**config.mk**
```make
export PLATFORM = sky130hd
export DESIGN_NAME = seq_signed_mult
export DESIGN_NICKNAME = d
export VERILOG_FILES = /design/src/rtl/seq_signed_mult.sv
export SDC_FILE = /design/constraint.sdc
export NUM_CORES = 1
export LEC_CHECK = 0
export ABC_AREA = 1
export CAP_MARGIN = 20
export CORE_UTILIZATION = 56
export CTS_CLUSTER_DIAMETER = 150
export DETAILED_ROUTE_END_ITERATION = 6
export MAX_ROUTING_LAYER = met4
export PLACE_DENSITY = 0.87
export SLEW_MARGIN = 20
export SYNTH_ARGS = -nofsm -noshare
export SYNTH_HDL_FRONTEND = slang
export SYNTH_SLANG_ARGS = --single-unit
```
**constraint.sdc**
```tcl
create_clock -name clk -period 5.4 [get_ports clk]
set_input_delay 1.08 -clock clk [delete_from_list [all_inputs] [get_ports clk]]
set_output_delay 1.08 -clock clk [all_outputs]
set_load 0.02 [all_outputs]
```
**src/rtl/seq_signed_mult.sv**
```systemverilog
// seq_signed_mult: iterative shift-add signed/unsigned multiplier with start/busy/done handshake.
// Define SEQ_MULT_EARLY_TERM_EN to finish as soon as the remaining multiplier bits are all zero.
module seq_signed_mult #(
  parameter int WIDTH = 16
) (
  input  logic               clk,
  input  logic               rst,
  input  logic               start,
  input  logic               signed_mode,
  input  logic [WIDTH-1:0]   in0,
  input  logic [WIDTH-1:0]   in1,
  output logic               busy,
  output logic               done,
  output logic [2*WIDTH-1:0] prod
);
  localparam int CNT_W = $clog2(WIDTH) + 1;
  typedef enum logic [1:0] {IDLE, RUN, DONE} state_t;
  state_t state_q, state_d;
  logic [2*WIDTH-1:0] mcand_q, mcand_d, acc_q, acc_d, prod_q, prod_d, acc_sum;
  logic [WIDTH-1:0] mplier_q, mplier_d, mag0, mag1;
  logic [CNT_W-1:0] cnt_q, cnt_d;
  logic neg_q, neg_d, accept, last;
  always_comb begin
    mag0 = (signed_mode && in0[WIDTH-1]) ? ~in0 + WIDTH'(1) : in0;
    mag1 = (signed_mode && in1[WIDTH-1]) ? ~in1 + WIDTH'(1) : in1;
    acc_sum = acc_q + (mplier_q[0] ? mcand_q : '0);
`ifdef SEQ_MULT_EARLY_TERM_EN
    last = ((mplier_q >> 1) == '0) || (cnt_q == CNT_W'(WIDTH - 1));
`else
    last = cnt_q == CNT_W'(WIDTH - 1);
`endif
    accept = (state_q != RUN) && start;
    state_d = state_q;
    mcand_d = mcand_q;
    mplier_d = mplier_q;
    acc_d = acc_q;
    cnt_d = cnt_q;
    neg_d = neg_q;
    prod_d = prod_q;
    if (accept) begin
      state_d = RUN;
      mcand_d = {{WIDTH{1'b0}}, mag0};
      mplier_d = mag1;
      neg_d = signed_mode & (in0[WIDTH-1] ^ in1[WIDTH-1]);
      acc_d = '0;
      cnt_d = '0;
    end else if (state_q == DONE) begin
      state_d = IDLE;
    end else if (state_q == RUN) begin
      acc_d = acc_sum;
      mcand_d = mcand_q << 1;
      mplier_d = mplier_q >> 1;
      cnt_d = cnt_q + 1'b1;
      state_d = last ? DONE : RUN;
      prod_d = last ? (neg_q ? ~acc_sum + 1'b1 : acc_sum) : prod_q;
    end
  end
  always_ff @(posedge clk or posedge rst) begin
    if (rst) begin
      state_q <= IDLE;
      mcand_q <= '0;
      mplier_q <= '0;
      acc_q <= '0;
      cnt_q <= '0;
      neg_q <= 1'b0;
      prod_q <= '0;
    end else begin
      state_q <= state_d;
      mcand_q <= mcand_d;
      mplier_q <= mplier_d;
      acc_q <= acc_d;
      cnt_q <= cnt_d;
      neg_q <= neg_d;
      prod_q <= prod_d;
    end
  end
  assign busy = state_q == RUN;
  assign done = state_q == DONE;
  assign prod = prod_q;
endmodule

```
# Word level (Yosys, flattened, before mapping)
# Index checks and enable logic that the tools add are counted.
op_classes:
  n_addsub: 5
  n_bitwise: 7
  mux: 20
  reduce_logical: 7
  eq_ne: 5
ops:
  columns: ["cell", "count"]
  rows:
  - ["2-to-1 mux 32 bit", 8]
  - ["2-to-1 mux 16 bit", 5]
  - ["adder 16 x 1 -> 16 bit (second input constant)", 2]
  - ["adder 32 x 1 -> 32 bit (second input constant)", 1]
  - ["adder 32 bit", 1]
  - ["inverter 16 bit", 2]
  - ["inverter 32 bit", 1]
  - ["2-to-1 mux 5 bit", 3]
  - ["2-to-1 mux 2 bit", 4]
  - ["adder 5 x 1 -> 5 bit (second input constant)", 1]
  - ["== test 5 x 4 -> 1 bit (second input constant)", 1]
  - ["!= test 2 x 1 -> 1 bit (second input constant)", 2]
  - ["AND reduction 4 bit", 1]
  - ["logical AND 1 bit", 3]
  - ["nonzero test 3 bit", 1]
  - ["== test 2 x 1 -> 1 bit (second input constant)", 1]
  - ["== test 2 bit (second input constant)", 1]
  - ["inverter 1 bit", 2]
  - ["AND reduction 2 bit", 1]
  - ["nonzero test 2 bit", 1]
  - ["bitwise AND 1 bit", 1]
  - ["XOR 1 bit", 1]
totals:
  out_inout_bits: 34
  inputBits: 36
  ff_bits: 120
  word_cells: 51

# Depth between registers and ports, before layout
# Gate-level depths: netlist of the first run.
logic_depth:
  word_depth: 5
  depth_mapped: 25
  ltp_nobuf: 23

# Least setup slack after synthesis of the first run
# Ideal clock, no wire load.
synth_path:
  kind: "register to register"
  start: "reg mplier_q[0]"
  end: "reg prod_q[28], in the netlist prod[28]"
  synth_period_minus_slack_ps: 2957
  required_time_ps: 5283
  setup_time_ps: 117
  path_slack_ps: 2443
  stages_incl_launch_ff: 22
  arrival_time_ps: 2840
  path_buffers: 2
  path_cell_list: "dfrtp_1 clkbuf_1 clkbuf_1 nand2_1 inv_1 ha_1 fa_1 inv_1 ha_1 inv_1 nor2_1 nand3_1 nor2_2 nand3_2 nor2_4 nand3_2 nor2_2 nand2_1 nand2_2 nand3_1 nand3_1 nand2_1"
synth_via:
  elab_chain_len: 5
synth_lines:
  columns: ["item", "line", "rtl"]
  rows:
  - ["from (decl)", "20", "logic [WIDTH-1:0] mplier_q, mplier_d, mag0, mag1;"]
  - ["from (signal assigned)", "70", "mplier_q <= mplier_d;"]
  - ["2-to-1 mux 32 bit (*)", "26", "acc_sum = acc_q + (mplier_q[0] ? mcand_q : '0);"]
  - ["adder 32 bit (*)", "26", null]
  - ["inverter 32 bit", "55", "prod_d = last ? (neg_q ? ~acc_sum + 1'b1 : acc_sum) : prod_q;"]
  - ["adder 32 x 1 -> 32 bit", "55", null]
  - ["2-to-1 mux 32 bit (*)", "55", null]
  - ["to (signal assigned)", "74", "prod_q <= prod_d;"]
  - ["to (decl)", "19", "logic [2*WIDTH-1:0] mcand_q, mcand_d, acc_q, acc_d, prod_q, prod_d, acc_sum;"]
# Mark *: on every way between the ends. The rest lies on a longest branch, timed or not.
# A chain may end at the register's enable or synchronous reset.

# Worst setup path in the final report of the first run
# Ends and elaborated chain as after synthesis.

==> qor.yml, run 1 <==
place.gp.congestion: 0.967
slew_violations: 0
seq_area_frac_synth_pct: 32.6
max-vdd-ir-drop_v: 0.000319
cts_tree: "built"
clkPwrFrac_pct: 17.2
final_cell_mix: "nand2_1 (469), inv_1 (258), nand3_1 (143)"
yosysWarningCount: 0
busiest_layer: "met2"
start_util_pct: 57.8
synth_area_per_cell_um2: 6.43
worst_pin_slew_ns: 1.04
cts_buffers: 17
reg2reg_depth: 19
fill_cells: 1401
grtUsageMet3_pct: 5.17
finalHoldViolations: 0
grt_pass1_wl_um: 38900
pin_count: 70
status: "complete, no violations"
clk_pin_slew_ns: 0.06
async_flop_share_pct: 100
p_switching_w: 0.00353
drt_iter0_markers: 696
pwr_density_cell_mw_per_mm2: 656
end_kind: "flip-flop"
drv_cap: 0
clkLatencyLatePin_ns: 0.44
power_frac_seq_pct: 23.0
crit_fanout: 33
fmaxAchievable_ghz: 0.276
syn-num-nets: 1507
viasPerCell: 5.39
rsz0062_at_grt: "false"
synth.cell_area_mm2: 0.00921
synth_edf_count: 0
area_delta_synth_final_pct: 16.2
critical-path-max-stage-delay_ns: 1.00
layout-drive-gt1-share_pct: 6.20
setup_slack_ns: 1.78
grt_pass1_vias: 8373
dieArea_mm2: 0.0170
synth_top_flop_cell: "dfrtp_1"
skew_ns: 0.0129
grt_max_degree: 113
cts_resized: 0
fin_nets: 1562
cts_root_buf: "clkbuf_16"
worstPathCellList: "nand2_1 -> inv_1 -> ha_1 -> fa_1 -> inv_1 -> ha_1 -> inv_1 -> nor2_1 -> nand3_1 -> nor2_2 -> nand3_2 -> nor2_4 -> nand3_2 -> nor2_2 -> nand2_1 -> nand2_2 -> nand3_1 -> nand3_1 -> nand2_1"
critPathSlowestCell: "dfrtp_1"
syn_inst: 1432
cts_buffer_depth: 2
ctsHoldBuffers: 0
synth_seq_cells: 120
drc: 0
cp.required_ns: 5.72
timing.slew.headroom_pct: 30.9
die_h_um: 130
dp_hpwl_um: 17800
clock-sinks: 120
setup_viol: 0
comb_power_share_pct: 59.7
cp-startpoint: "mplier_q[0]$_DFFE_PP0P_"
core_region_area_mm2: 0.0159
ant_nets: 0
intPower_w: 0.00349
die_w_um: 130
antenna_found_initial: 1
wl_um: 23700
hold_start: "cnt_q[3]$_DFFE_PP0P_"
fin_crit_sh_pct: 67.0
cts_setup_buffers: 0
setup_tns_ns: 0
swShare_pct: 50.2
dp.cells: 1683
vias: 9253
wl_per_cell_um: 13.8
cts-htree-levels: 4
met1_usage_pct: 39.2
min_path_type: "reg -> reg"
crit_type: "reg -> reg"
grt.overflow.total: 0
num_rows: 46
grt_use_total_pct: 30.5
worst_ep_arrival_time_ns: 3.94
port_buffers: 69
holdWs_ns: 0.467
r2r-end: "prod[28]$_DFFE_PP0P_"
r2r-start: "mplier_q[0]$_DFFE_PP0P_"
min_period_ns: 3.62
power.leakage_nw: 5.78
fin_cells: 1717
hold_depth: 1
min_to: "cnt_q[3]$_DFFE_PP0P_"
grtUsageMet2_pct: 48.7
final_common_cell: "nand2_1"
critPathLaunchType: "flip-flop"
place_ws_ns: 1.82
drtPass1Iterations: 5
synth_cell_types: 36
r2r_slack_ns: 1.78
==> power groups by stage <==
stage / Combinational, W / Clock (W) / Sequential (W)
floorplan: 0.00294 / 0 / 0.00165
global placement: 0.00399 / 0 / 0.00160
detailed placement: 0.00409 / 0 / 0.00162
CTS: 0.00413 / 0.00122 / 0.00161
global route: 0.00470 / 0.00125 / 0.00167
finish: 0.00419 / 0.00121 / 0.00162
==> area by class of cell <==
type / count / area, um2 / area share, %
clock buffer: 17 / 425 / 3.98
antenna: 1 / 2.50 / 0.0234
tap: 216 / 270 / 2.53
inverter: 268 / 1010 / 9.45
multi-input combinational: 1003 / 5040 / 47.1
clock inverter: 15 / 191 / 1.79
timing repair buffer: 77 / 751 / 7.02
sequential: 120 / 3000 / 28.1
==> metal layers <==
layer	vias to the layer above	wire (um)
li1	4651	-
met1	4243	10700
met2	313	11000
met3	46	1570
met4	0	428
met5	-	0
==> how the worst max path moves through the flow <==
stage | end | slack, ns
global route | prod[29]$_DFFE_PP0P_ | 1.44
floorplan | acc_q[0]$_DFFE_PP0P_ | 1.13
detailed placement | prod[29]$_DFFE_PP0P_ | 1.82
CTS | prod[29]$_DFFE_PP0P_ | 1.80
finish | prod[28]$_DFFE_PP0P_ | 1.78
global placement | prod[28]$_DFFE_PP0P_ | 1.95
==> kinds of logic after synthesis <==
group / Yosys count / share of synthesized area, %
simple gates: 768 / 35.8
buf+inv: 309 / 12.6
compound gates: 165 / 10.6
flops: 120 / 32.6
fa+ha+maj: 39 / 5.38
xor+xnor: 31 / 2.95
==> stage by stage <==
step / util, % / area, um2 / total power (W)
after floorplan: - / 9210 / 0.00458
after global placement: 63.2 / 10100 / 0.00558
after detailed placement: 63.2 / 10100 / 0.00572
after CTS: 67.0 / 10700 / 0.00697
after global routing: 67.1 / 10700 / 0.00763
final: 67.1 / 10700 / 0.00702
==> sequential cells by signal, summed over array words and instances (netlist names) <==
signal,flops
acc_q,32
cnt_q,5
mcand_q,32
mplier_q,16
neg_q,1
prod,32
state_q,2
==> cell usage after synthesis (2+ instances only) <==
cell type    n  area, um2
nand2_1    470       1760
inv_1      260        976
nand3_1    143        716
dfrtp_1    120       3000
nor2_1      77        289
o21ai_0     77        385
ha_1        38        475
clkbuf_1    36        135
a21oi_1     31        155
o221ai_1    26        228
nand2_2     22        138
xor2_1      22        193
nand4_1     19        119
o22ai_1     18        113
nor2_2      10       62.6
xnor2_1      9       78.8
nand3_2      8       80.1
nor3_1       8       40.0
clkinv_1     5       18.8
o31ai_1      4       30.0
buf_1        3       11.3
inv_2        3       11.3
nand3b_1     3       22.5
nor2_4       3       33.8
o211ai_1     3       22.5
and2_1       2       12.5
o21bai_1     2       15.0
or2_2        2       12.5
==> worst max-delay path, delay by kind of cell (launching register included) <==
kind / cells / cell delay (ns)
flops: 1 / 1.00
fa+ha+maj: 3 / 0.85
buf+inv: 3 / 0.26
simple gates: 13 / 1.41
(Power assumes the default switching activity.)
==> run 2, diff against run 1 <==
Settings changed: CORE_UTILIZATION 56 to 54.
Clock period 5.4 ns to 3 ns, I/O delays scaled along.
==> qor.yml, run 2 (same netlist as run 1, synthesis figures left out) <==
status: "complete, no violations"
layout-drive-gt1-share_pct: 14.6  # +8.4 points
drv_cap: 0  # unchanged
critPathSlowestCell: "dfrtp_2"
viasPerCell: 5.42  # +0.66%
cp-startpoint: "mplier_q[0]$_DFFE_PP0P_"
cp.buffers_inverters: 5  # +2
final_cell_mix: "nand2_1 (432), inv_1 (254), nand3_1 (134)"
holdWs_ns: 0.403  # -0.0646 ns
clock-sinks: 120  # unchanged
min_period_ns: 2.97  # -0.649 ns
antennaDiodeCount: 0  # -1
skew_ns: 0.00966  # -0.00327 ns
port_buffers: 69  # unchanged
cts_root_buf: "clkbuf_16"
setup_viol: 0  # unchanged
end_kind: "flip-flop"
grt.overflow.total: 0  # unchanged
finalHoldViolations: 0  # unchanged
power.leakage_nw: 5.93  # +2.5%
clkLatencyLatePin_ns: 0.43  # about the same
drc: 0  # unchanged
drtPass1Iterations: 5  # unchanged
grt_pass1_vias: 8469  # +1.1%
dp_hpwl_um: 18000  # +1.3%
dieArea_mm2: 0.0176  # +3.6%
die_w_um: 133  # +1.8%
fin_crit_sh_pct: 99.0  # +32 points
ant_nets: 0  # unchanged
worst_pin_slew_ns: 0.495  # -0.542 ns
start_util_pct: 55.3  # -2.4 points
crit_top_cell: "nand2_1"
grt_use_total_pct: 29.4  # -1.1 points
crit_fanout: 29  # -12%
pwr_density_cell_mw_per_mm2: 1220  # +86%
dp.cells: 1714  # +1.8%
r2r-start: "mplier_q[0]$_DFFE_PP0P_"
die_h_um: 133  # +1.8%
final_common_cell: "nand2_1"
vias: 9493  # +2.6%
worstPathCellList: "buf_12 -> nand2_1 -> inv_1 -> ha_2 -> nand2_2 -> inv_1 -> nand2_1 -> nand2_1 -> inv_1 -> nand2_2 -> nand2_1 -> nand3_1 -> nand2_1 -> nor2_1 -> inv_1 -> nor2_4 -> nand3_2 -> nand2_1 -> nand3_1 -> nand3_1 -> nand2_1"
area_delta_synth_final_pct: 24.5
core_region_area_mm2: 0.0166  # +4.4%
max-vdd-ir-drop_v: 0.000612  # +92%
crit_type: "reg -> reg"
fin_cells: 1750  # +1.9%
wl_per_cell_um: 14.5  # +4.9%
stdcell_area_mm2: 0.0115  # +7.2%
cts-htree-levels: 4  # unchanged
critical-path-max-stage-delay_ns: 0.45  # -0.55 ns
wl_um: 25300  # +6.9%
rsz0062_at_grt: "true"
cp.required_ns: 3.32  # -2.40 ns
drt_iter0_markers: 782  # +12%
critPathLaunchType: "flip-flop"
min_path_type: "in -> async"
total_power_w: 0.0140  # +99%
final_core_util_pct: 68.9  # +1.8 points
place.gp.congestion: 0.982  # +1.6%
cts_tree: "built"
pin_count: 70  # unchanged
cts_buffers: 17  # unchanged
place_area_mm2: 0.0103  # +2.6%
cts_buffer_depth: 2  # unchanged
crit_family: "simple AND/OR/NAND/NOR gates"
slew_violations: 0  # unchanged
fmaxAchievable_ghz: 0.337  # +22%
num_rows: 47  # +2.2%
clk_pin_slew_ns: 0.06  # about the same
timing.slew.headroom_pct: 66.9  # +36 points
antenna_found_initial: 0  # -1
fin_nets: 1592  # +1.9%
grt_max_degree: 113  # unchanged
grt_pass1_wl_um: 40200  # +3.2%
worst_ep_arrival_time_ns: 3.29  # -0.65 ns
==> run 2: what timing repair did <==
item | in CTS | in global routing
hold buffers | 0 | 0
resized for setup | 0 | 137
buffers inserted | 0 | 4
endpoints found under the setup margin | 0 | 19
==> run 2: path summary, 6_finish.rpt <==
kind | end | slack (ns) | depth (start not counted)
min in group clk | cnt_q[3]$_DFFE_PP0P_ | 0.46 | 1
min | mcand_q[0]$_DFFE_PP0P_ | 0.40 | 2
min reg2reg | cnt_q[3]$_DFFE_PP0P_ | 0.46 | 1
max in group asynchronous | mcand_q[28]$_DFFE_PP0P_ | 2.02 | 3
max reg2reg | prod[31]$_DFFE_PP0P_ | 0.03 | 21
max | prod[31]$_DFFE_PP0P_ | 0.03 | 21
==> run 2: power breakdown <==
part	switching, W	leakage (nW)	internal, W
clock network	0.000805	0.276	0.00125
logic	0.00567	4.15	0.00334
registers	0.000503	1.50	0.00239
==> run 2: per-stage QoR <==
step                      setup TNS [ns]  setup WS [ns]
after detailed placement               0         0.0611
after floorplan                        0         0.0429
after global routing              -0.716         -0.137
final                                  0         0.0312
after CTS                              0         0.0260
after global placement                 0         0.0755
==> run 2: area by class of cell <==
class,instances,area [um2]
Fill cell,1363,5170
Clock buffer,19,443
Timing Repair Buffer,107,1030
Multi-Input combinational cell,1003,5560
Tap cell,220,275
Inverter,268,1010
Sequential cell,120,3000
Clock inverter,13,148
==> run 2: metal layers <==
| metal | vias up | global-route usage, % | part of all wire (%) |
|---|---|---|---|
| met5 | - | - | 0 |
| li1 | 4707 | - | - |
| met1 | 4339 | 39.2 | 44 |
| met3 | 55 | 3.60 | 7.3 |
| met4 | 0 | 10.3 | 2.4 |
| met2 | 392 | 46.1 | 47 |
==> run 2: worst reg2reg max path, stage by stage (launching register included) <==
cell and delay, ns:
dfrtp_2 0.45, buf_12 0.17, nand2_1 0.06, inv_1 0.04, ha_2 0.38, nand2_2 0.11
inv_1 0.06, nand2_1 0.05, nand2_1 0.10, inv_1 0.07, nand2_2 0.12, nand2_1 0.09
nand3_1 0.07, nand2_1 0.19, nor2_1 0.22, inv_1 0.10, nor2_4 0.17, nand3_2 0.08
nand2_1 0.10, nand3_1 0.10, nand3_1 0.09, nand2_1 0.05
==> run 3, diff against run 2 <==
Settings changed: CAP_MARGIN 20 to 15.
Clock period 3 ns to 2.7 ns, I/O delays scaled along.
==> qor.yml, run 3 (same netlist as run 1, synthesis figures left out) <==
rsz0062_at_grt: "true"
drc: 0  # unchanged
intPower_w: 0.00952  # +36%
clk_pin_slew_ns: 0.06  # about the same
fmaxAchievable_ghz: 0.327  # -2.9%
final_cell_mix: "nand2_1 (432), inv_1 (252), buf_4 (149)"
pin_count: 70  # unchanged
total_power_w: 0.0182  # +30%
die_h_um: 133  # unchanged
swShare_pct: 47.6  # -2.4 points
crit_fanout: 5  # -83%
grt_pass1_vias: 9579  # +13%
end_kind: "flip-flop"
vias: 10200  # +7.6%
max-vdd-ir-drop_v: 0.000666  # +8.8%
cts_tree: "built"
violations: "setup timing"
fin_nets: 1712  # +7.5%
antenna_found_initial: 1  # +1
critPathLaunchType: "flip-flop"
wl_um: 28600  # +13%
cts_buffers: 17  # unchanged
port_buffers: 69  # unchanged
min_period_ns: 3.06  # +0.0888 ns
clock-sinks: 120  # unchanged
skew_ns: 0.00620  # -0.00346 ns
final_common_cell: "nand2_1"
power.leakage_nw: 6.57  # +11%
power_frac_seq_pct: 17.8  # -2.9 points
grt.overflow.total: 0  # unchanged
holdWs_ns: 0.463  # +0.0608 ns
comb_power_share_pct: 69.5  # +4.9 points
cp.required_ns: 3.02  # -0.30 ns
core_region_area_mm2: 0.0166  # unchanged
drtPass1Iterations: 6  # +1
layout-drive-gt1-share_pct: 21.3  # +6.6 points
slew_violations: 0  # unchanged
grt_max_degree: 121  # +7.1%
place_area_mm2: 0.0112  # +8.0%
crit_type: "reg -> reg"
setup_slack_ns: -0.358  # -0.389 ns
worst_pin_slew_ns: 0.631  # +0.135 ns
fin_crit_sh_pct: 113  # +14 points
die_w_um: 133  # unchanged
pwr_density_cell_mw_per_mm2: 1450  # +19%
clkPwrFrac_pct: 12.7  # -2.0 points
dp_hpwl_um: 19200  # +6.8%
clkLatencyLatePin_ns: 0.43  # about the same
worst_ep_arrival_time_ns: 3.37  # +0.08 ns
min_path_type: "reg -> reg"
cts-htree-levels: 4  # unchanged
dieArea_mm2: 0.0176  # unchanged
viasPerCell: 5.46  # +0.66%
grt_use_total_pct: 32.9  # +3.5 points
timing.slew.headroom_pct: 58.0  # -8.9 points
p_switching_w: 0.00865  # +24%
ctsHoldBuffers: 0  # unchanged
setup_viol: 24  # +24
setup_tns_ns: -6.10  # -6.10 ns
finalHoldViolations: 0  # unchanged
start_util_pct: 55.3  # unchanged
num_rows: 47  # unchanged
cts_buffer_depth: 2  # unchanged
grt_pass1_wl_um: 44800  # +12%
status: "finished, violations left"
place.gp.congestion: 0.944  # -3.9%
cts_root_buf: "clkbuf_16"
drt_iter0_markers: 893  # +14%
area_delta_synth_final_pct: 35.7
stdcell_area_mm2: 0.0125  # +9.0%
drv_cap: 0  # unchanged
wl_per_cell_um: 15.3  # +5.7%
ant_nets: 0  # unchanged
==> run 3: cell type report <==
class | count | area (um2)
Clock inverter | 12 | 154
Tap cell | 220 | 275
Multi-Input combinational cell | 1003 | 5670
Antenna cell | 1 | 2.50
Timing Repair Buffer | 227 | 1950
Fill cell | 1264 | 4140
Clock buffer | 19 | 433
Inverter | 268 | 1010
Sequential cell | 120 | 3000
==> run 3: per-stage QoR <==
step                util (%)  setup WS [ns]  std cells
global placement        67.0         -0.147       1817
CTS                     73.3         -0.160       1858
floorplan                  -        -0.0172       1432
global route            75.1         -0.501       1870
detailed placement      67.0         -0.222       1817
finish                  75.1         -0.358       1870
==> run 3: routing by layer <==
metal	GRT usage, %	part of all wire, %
met5	-	0
met4	11.7	3.7
met3	4.33	6.9
met2	53.6	47
met1	41.9	42
==> run 3: power by group through the flow <==
stage | clock network (W) | logic, W | registers [W]
global route | 0.00239 | 0.0137 | 0.00333
finish | 0.00230 | 0.0126 | 0.00324
detailed placement | 0 | 0.0107 | 0.00316
global placement | 0 | 0.0104 | 0.00310
CTS | 0.00230 | 0.0116 | 0.00321
floorplan | 0 | 0.00597 | 0.00330
==> run 3: critical path: stages (launching register included) <==
cell and delay (ns):
dfrtp_1 0.42, buf_6 0.15, nand2_4 0.05, inv_2 0.04, ha_4 0.15, fa_2 0.41
inv_2 0.10, nand2_2 0.08, a21oi_4 0.14, nand3_2 0.12, nor2_4 0.11, nand2_2 0.06
nor2_2 0.15, nand2_2 0.11, nor2_4 0.21, nand2_4 0.08, nor2_4 0.17, nand3_2 0.10
nand2_2 0.11, nand3_2 0.07, nand3_2 0.07, nand2_1 0.05
==> run 3: worst paths after layout <==
| check | startpoint | end | slack [ns] | depth (start not counted) |
|---|---|---|---|---|
| worst max-delay path | mplier_q[0]$_DFFE_PP0P_ | prod[29]$_DFFE_PP0P_ | -0.36 | 21 |
| worst min-delay path | cnt_q[3]$_DFFE_PP0P_ | cnt_q[3]$_DFFE_PP0P_ | 0.46 | 1 |
| worst max register to register | mplier_q[0]$_DFFE_PP0P_ | prod[29]$_DFFE_PP0P_ | -0.36 | 21 |
| worst min register to register | cnt_q[3]$_DFFE_PP0P_ | cnt_q[3]$_DFFE_PP0P_ | 0.46 | 1 |
| max in group asynchronous | rst | acc_q[31]$_DFFE_PP0P_ | 1.56 | 3 |
| min in group asynchronous | rst | mcand_q[2]$_DFFE_PP0P_ | 0.66 | 3 |
==> run 3: repair_timing <==
action / CTS / global route
setup endpoints to repair: 22 / 29
hold endpoints to repair: 0 / 0
pin swaps: 16 / 30
resized for setup: 76 / 62
buffers inserted: 11 / 11
